<file path="src/rtl/pim_dma_target.sv">
// PIM window bus responder: buffers weight/activation words, runs a packed int8 dot product
// over N word pairs on start, and queues 32-bit results for readback.
module pim_fifo #(
    parameter int DEPTH = 16,
    parameter int W     = 32
) (
    input  logic                     i_clk,
    input  logic                     i_rst,
    input  logic                     i_push,
    input  logic                     i_pop,
    input  logic [W-1:0]             i_wdata,
    output logic [W-1:0]             o_rdata,
    output logic                     o_full,
    output logic                     o_empty,
    output logic [$clog2(DEPTH):0]   o_count
);
    localparam int AW = $clog2(DEPTH);

    logic [W-1:0]  mem [DEPTH];
    logic [AW-1:0] wr_ptr, rd_ptr;
    logic [AW:0]   count;

    // Callers gate push with !full and pop with !empty, so both may fire together.
    always_ff @(posedge i_clk) begin
        if (i_rst) begin
            wr_ptr <= '0;
            rd_ptr <= '0;
            count  <= '0;
        end else begin
            if (i_push) wr_ptr <= wr_ptr + 1'b1;
            if (i_pop)  rd_ptr <= rd_ptr + 1'b1;
            case ({i_push, i_pop})
                2'b10:   count <= count + 1'b1;
                2'b01:   count <= count - 1'b1;
                default: count <= count;
            endcase
        end
    end

    always_ff @(posedge i_clk) begin
        if (i_push) mem[wr_ptr] <= i_wdata;
    end

    assign o_rdata = mem[rd_ptr];
    assign o_full  = (count == (AW+1)'(DEPTH));
    assign o_empty = (count == '0);
    assign o_count = count;
endmodule

module pim_dma_target #(
    parameter logic [31:0] PIM_CTRL         = 32'h2000_0010,
    parameter logic [31:0] PIM_R            = 32'h2000_0020,
    parameter logic [31:0] PIM_W_WEIGHT     = 32'h2000_0040,
    parameter logic [31:0] PIM_W_ACTIVATION = 32'h2000_0080,
    parameter int          FIFO_DEPTH       = 16
) (
    input  logic        i_clk,
    input  logic        i_rst,
    input  logic [31:0] i_addr,
    input  logic        i_write,
    input  logic        i_read,
    input  logic [3:0]  i_size,
    input  logic [31:0] i_din,
    output logic [31:0] o_dout,
    output logic        o_busy
);
    localparam int CW = $clog2(FIFO_DEPTH) + 1;

    typedef enum logic [1:0] {IDLE, RUN, DONE} state_t;
    state_t state, state_nxt;

    logic signed [31:0] acc;
    logic [7:0]         cnt;
    logic               ovf, sz_err;

    logic [31:0] w_head, a_head, r_head;
    logic        w_full, w_empty, a_full, a_empty, r_full, r_empty;
    logic [CW-1:0] w_count, a_count, r_count;

    logic hit_ctrl, hit_r, hit_w, hit_a, hit_pim, wr_ok;
    logic w_push, a_push, w_drop, a_drop, compute_pop, r_pop, r_push;
    logic start, clear, sz_bad;

    function automatic logic signed [31:0] dot4(input logic [31:0] w, input logic [31:0] a);
        logic signed [31:0] sum;
        logic signed [7:0]  w_s, a_s;
        logic signed [15:0] prod;
        sum = '0;
        for (int k = 0; k < 4; k++) begin
            w_s  = w[8*k +: 8];
            a_s  = a[8*k +: 8];
            prod = 16'(w_s) * 16'(a_s);
            sum  = sum + 32'(prod);
        end
        return sum;
    endfunction

    assign hit_ctrl = (i_addr == PIM_CTRL);
    assign hit_r    = (i_addr == PIM_R);
    assign hit_w    = (i_addr == PIM_W_WEIGHT);
    assign hit_a    = (i_addr == PIM_W_ACTIVATION);
    assign hit_pim  = hit_ctrl | hit_r | hit_w | hit_a;
    assign wr_ok    = i_write && (i_size == 4'hF);

    // Full is judged on the pre-pop count, so a push to a full FIFO drops even if compute pops.
    assign w_push      = wr_ok && hit_w && !w_full;
    assign w_drop      = wr_ok && hit_w && w_full;
    assign a_push      = wr_ok && hit_a && !a_full;
    assign a_drop      = wr_ok && hit_a && a_full;
    assign compute_pop = (state == RUN) && !w_empty && !a_empty;
    assign r_pop       = i_read && hit_r && !r_empty;
    assign r_push      = (state == DONE) && !r_full;
    assign start       = wr_ok && hit_ctrl && i_din[0] && (state == IDLE);
    assign clear       = wr_ok && hit_ctrl && i_din[31];
    assign sz_bad      = i_write && (i_size != 4'hF) && hit_pim;

    pim_fifo #(.DEPTH(FIFO_DEPTH), .W(32)) u_wgt (
        .i_clk(i_clk), .i_rst(i_rst), .i_push(w_push), .i_pop(compute_pop), .i_wdata(i_din),
        .o_rdata(w_head), .o_full(w_full), .o_empty(w_empty), .o_count(w_count));
    pim_fifo #(.DEPTH(FIFO_DEPTH), .W(32)) u_act (
        .i_clk(i_clk), .i_rst(i_rst), .i_push(a_push), .i_pop(compute_pop), .i_wdata(i_din),
        .o_rdata(a_head), .o_full(a_full), .o_empty(a_empty), .o_count(a_count));
    pim_fifo #(.DEPTH(FIFO_DEPTH), .W(32)) u_res (
        .i_clk(i_clk), .i_rst(i_rst), .i_push(r_push), .i_pop(r_pop), .i_wdata(acc),
        .o_rdata(r_head), .o_full(r_full), .o_empty(r_empty), .o_count(r_count));

    always_comb begin
        state_nxt = state;
        o_busy    = (state != IDLE);
        case (state)
            IDLE: if (start) state_nxt = (i_din[11:4] == 8'd0) ? DONE : RUN;
            RUN:  if (compute_pop && cnt == 8'd1) state_nxt = DONE;
            DONE: if (!r_full) state_nxt = IDLE;
            default: state_nxt = IDLE;
        endcase
    end

    always_ff @(posedge i_clk) begin
        if (i_rst) begin
            state  <= IDLE;
            acc    <= '0;
            cnt    <= '0;
            ovf    <= 1'b0;
            sz_err <= 1'b0;
            o_dout <= '0;
        end else begin
            state <= state_nxt;
            if (start) begin
                cnt <= i_din[11:4];
                acc <= '0;
            end else if (compute_pop) begin
                acc <= acc + dot4(w_head, a_head);
                cnt <= cnt - 8'd1;
            end
            if (clear)                ovf <= 1'b0;
            else if (w_drop || a_drop) ovf <= 1'b1;
            if (clear)                sz_err <= 1'b0;
            else if (sz_bad)          sz_err <= 1'b1;
            if (i_read && hit_r)
                o_dout <= r_empty ? 32'd0 : r_head;
            else if (i_read && hit_ctrl)
                o_dout <= {(state != IDLE), ovf, sz_err, 5'b0,
                           8'(r_count), 8'(a_count), 8'(w_count)};
            else
                o_dout <= '0;
        end
    end

    wire unused_din = &{1'b0, i_din[30:12], i_din[3:1]};
endmodule

</file>
<file path="config.mk">
export PLATFORM = sky130hd
export DESIGN_NAME = pim_dma_target
export DESIGN_NICKNAME = d
export VERILOG_FILES = /design/src/rtl/pim_dma_target.sv
export SDC_FILE = /design/constraint.sdc
export NUM_CORES = 2
export LEC_CHECK = 0
export ABC_AREA = 1
export CORE_UTILIZATION = 50
export CTS_CLUSTER_DIAMETER = 80
export DETAILED_ROUTE_END_ITERATION = 8
export MAX_ROUTING_LAYER = met4
export PLACE_DENSITY = 0.7
export SYNTH_ARGS = -nofsm -noshare
export SYNTH_HDL_FRONTEND = slang
export SYNTH_SLANG_ARGS = --single-unit
</file>
<file path="constraint.sdc">
create_clock -name i_clk -period 9.6 [get_ports i_clk]
set_clock_uncertainty 0.2 [all_clocks]
set_input_delay 1.92 -clock i_clk [delete_from_list [all_inputs] [get_ports i_clk]]
set_output_delay 1.92 -clock i_clk [all_outputs]
set_load 0.02 [all_outputs]
</file>
==> flow_summary_export.csv <==
group,metric,value,unit
outcome,result_of_the_run,"completed",
synth,syn_area_cell,12.03,um^2
worst_setup_path,reg2reg_depth,31,
drt,dr.max_layer_used,"met4",
synth,synth_fp_nets,7480,
place,pre_cts_slack,0.4475,ns
hold_path,min-delay-start,"u_act.rd_ptr[3]$_SDFFE_PP0P_",
place,detailed_place_hpwl,134300,um
layout,syn2layout_area_growth,11.36,%
worst_setup_path,worstPathMaxFanout,84,
clocking,clk_root_buffer_cell,"clkbuf_16",
sta,finalCritPeriodShare,94.59,%
drt,average_detailed_routed_wire_length_per_instance,23.57,um
synth,synth.ff_latch_count,1663,
place,numPlacedInstances,8899,
layout,final_nets,7579,
grt,grt_max_degree,129,
pwr,power_density,159.8,nW/um^2
grt,grt_overflow,0,
sta,min_period,9.081,ns
sta,timing.max_slew.rel_slack,8.749,%
drt,detailedRoute.firstIterationViolations,5541,
layout,post_route_cells_drive_above_1_share,8.007,%
drt,met1_length,84720,um
drt,total_met3_wirelength_after_detailed_routing,18610,um
clocking,cts_made_buffers,166,
grt,groute.usage.overall,27.04,%
grt,grt_first_pass_wirelength,322400,um
drt,drt_pre_antenna_iters,8,
floorplanning,floorplan.initialDensity,50.28,%
clocking,clk-insertion-delay-late,0.83,ns
drt,detailed_route_via_count,52980,
drt,drt_wl_total,217000,um
synth,netlist.top_cell.by_area,"edfxtp_1",
pwr,totalPowerFinal,14.55,mW
layout,finish.utilization,55.99,%
floorplanning,design.core.area,162600,um^2
clocking,tritoncts_num_sinks,1663,
worst_setup_path,cp_slowest_cell,"dfxtp_4",
pwr,power.ir.vdd_worst,0.1752,mV
sta,max_freq,110.1,MHz
worst_setup_path,setup.worst_path.start_class,"register",
clocking,clock_path_buffers,3,
clocking,cts.hold.buffers_added,0,
worst_setup_path,worst_ep_required_time,10.08,ns
sta,max_slew.worst_pin.slew,1.364,ns
worst_setup_path,endpoint_kind_of_the_worst_setup_timing_path,"register",
synth,synth_flop_type,"edfxtp_1",
drt,detail-route-antenna-nets,0,
worst_setup_path,critPathMaxStageDelay,0.90,ns
sta,finalHoldViolCount,0,
hold_path,worst_hold_path_type,"reg -> reg",
synth,synth_top_cell_area_share,56.42,%
worst_setup_path,criticalPathCategory,"reg -> reg",
drt,vias_per_cell,5.754,
synth,yosys_warnings,0,
sta,post_route_setup_slack,0.5194,ns
layout,layout.cells.non_filler,9207,
synth,syn-cell-area,81740,um^2
synth,syn_inst,6793,
clocking,worst_setup_hold_path_clk_slew,0.06,ns
synth,synth_most_common_cell,"edfxtp_1",
place,place_congestion,0.9833,
clocking,cts_setup_buffers,0,
drt,dr_wl_met2,107000,um
worst_setup_path,regToRegSetupSlack,0.52,ns
synth,synthTopCellsByArea,"edfxtp_1, fa_1, inv_1",
grt,via_count_of_the_first_global_routing_pass,52170,
clocking,cts_max_level,4,
floorplanning,design.die.area,165100,um^2
synth,async_s_r_ff_share_synth,0,%
hold_path,hold-path-cell-count,1,
synth,synth_edf_count,1536,
floorplanning,die_width,406.3,um
sta,drv_slew,0,
pwr,leakage,33.77,nW
synth,share_of_the_yosys_chip_area_belonging_to_registers,59.53,%
synth,yosys.cell_types.count,51,
floorplanning,boundaryPins,105,
worst_setup_path,critical-path-top-cell-by-count,"fa_1",
clocking,cts_tree,"built",
run,cap_viol_max_count,0,
drt,drc,0,
sta,timing.final.setup_violations,0,
synth,post_synth_most_frequent_cells,"edfxtp_1, inv_1, nor2_1, nand2_1, o21ai_0",
sta,final.setup.tns,0,ns
worst_setup_path,arrival,9.56,ns
worst_setup_path,r2r-end,"acc[25]$_SDFFE_PP0P_",
floorplanning,chipHeight,406.3,um
place,placement.io_buffers,104,
floorplanning,fp-row-count,148,
grt,grt_antenna_before_repair,5,
sta,rsz0062_at_grt,"no",
## worst max-delay path, delay by kind of cell, from the launching register on
kind	cells	cell delay (ns)
mux	1	0.12
fa+ha+maj	9	4.29
buf+inv	8	1.11
simple gates	10	1.43
flops	1	0.90
compound gates	3	0.78
## logic make-up (layout without fill, tap and decap cells)
kind of cell	Yosys count	after routing	synth area share [%]
muxes	128	128	1.567
xor gates and xnor gates	31	31	0.3321
adders and majority gates	615	615	13.65
and+or+nand+nor	1659	1659	8.328
other	0	1	0
DFF	1663	1663	59.54
AOI/OAI and AO/OA	1424	1424	10.18
buffers and inverters	1273	1511	6.410
## metal layers
metal  vias to the layer above  GRT usage [%]
met5                         -              -
met4                         0          8.680
met3                       448          4.503
met2                      2478          44.28
met1                     26410          34.45
li1                      23640              -
## registers in the layout, summed over array words and instances (netlist names), 5 cells and up, named ones only
signal / cells
u_act.mem: 512
u_res.mem: 512
u_wgt.mem: 512
acc: 32
o_dout: 32
cnt: 8
u_act.o_count: 5
u_res.o_count: 5
u_wgt.o_count: 5
## what timing repair did
action / 4_1_cts / 5_1_grt
resized for setup: 0 / 6
endpoints found under the setup margin: 0 / 11
endpoints found under the hold margin: 0 / 0
## where the power goes
group | leakage, nW | internal [mW] | switching [mW]
combinational | 16.5 | 0.0347 | 0.103
sequential | 14.6 | 7.87 | 0.000852
clock | 2.68 | 3.76 | 2.78
## cells in the final DEF (no fill, tap or decap), types with 16 or more instances in the layout
cell type / instances
nor2_4: 50
dfxtp_1: 116
inv_1: 924
a21oi_1: 226
buf_4: 137
nand3_1: 227
ha_1: 154
mux2i_1: 128
nand2_2: 50
xnor2_1: 17
o221ai_1: 92
edfxtp_1: 1536
fa_1: 460
o22ai_1: 164
clkbuf_1: 39
nor2_1: 621
o31ai_1: 17
clkbuf_16: 167
clkinv_1: 29
clkdlybuf4s50_1: 104
nand2_1: 660
clkinv_2: 26
o211ai_2: 23
o21ai_1: 64
bufinv_16: 16
inv_2: 20
o21ai_0: 660
o211ai_1: 141
## area by class of cell
type,instances,area (um^2)
flip-flops and latches,1663,48700
clock buffers,220,4509
repair buffers,253,2301
multi-input cells,3857,28210
diodes,1,2.502
inverters,951,3598
well taps,2175,2721
fillers,13270,71560
clock inverters,87,988.4
## worst max-delay path by stage
stage               cells past startpoint              endpoint  slack, ns
global route                           29  acc[26]$_SDFFE_PP0P_       0.01
floorplan                              37  acc[24]$_SDFFE_PP0P_       1.69
global placement                       31  acc[24]$_SDFFE_PP0P_       0.60
CTS                                    31  acc[24]$_SDFFE_PP0P_       0.41
finish                                 31  acc[25]$_SDFFE_PP0P_       0.52
detailed placement                     30  acc[26]$_SDFFE_PP0P_       0.45
## per-stage QoR
stage,area (um^2),hold WS [ns]
4_1_cts,91000,0.2421
3_3_place_gp,85510,0.2272
2_1_floorplan,81740,0.2125
3_5_place_dp,85510,0.2344
6_report,91030,0.2401
5_1_grt,91030,0.2583
Note: power is estimated with default switching activity, not from simulation.
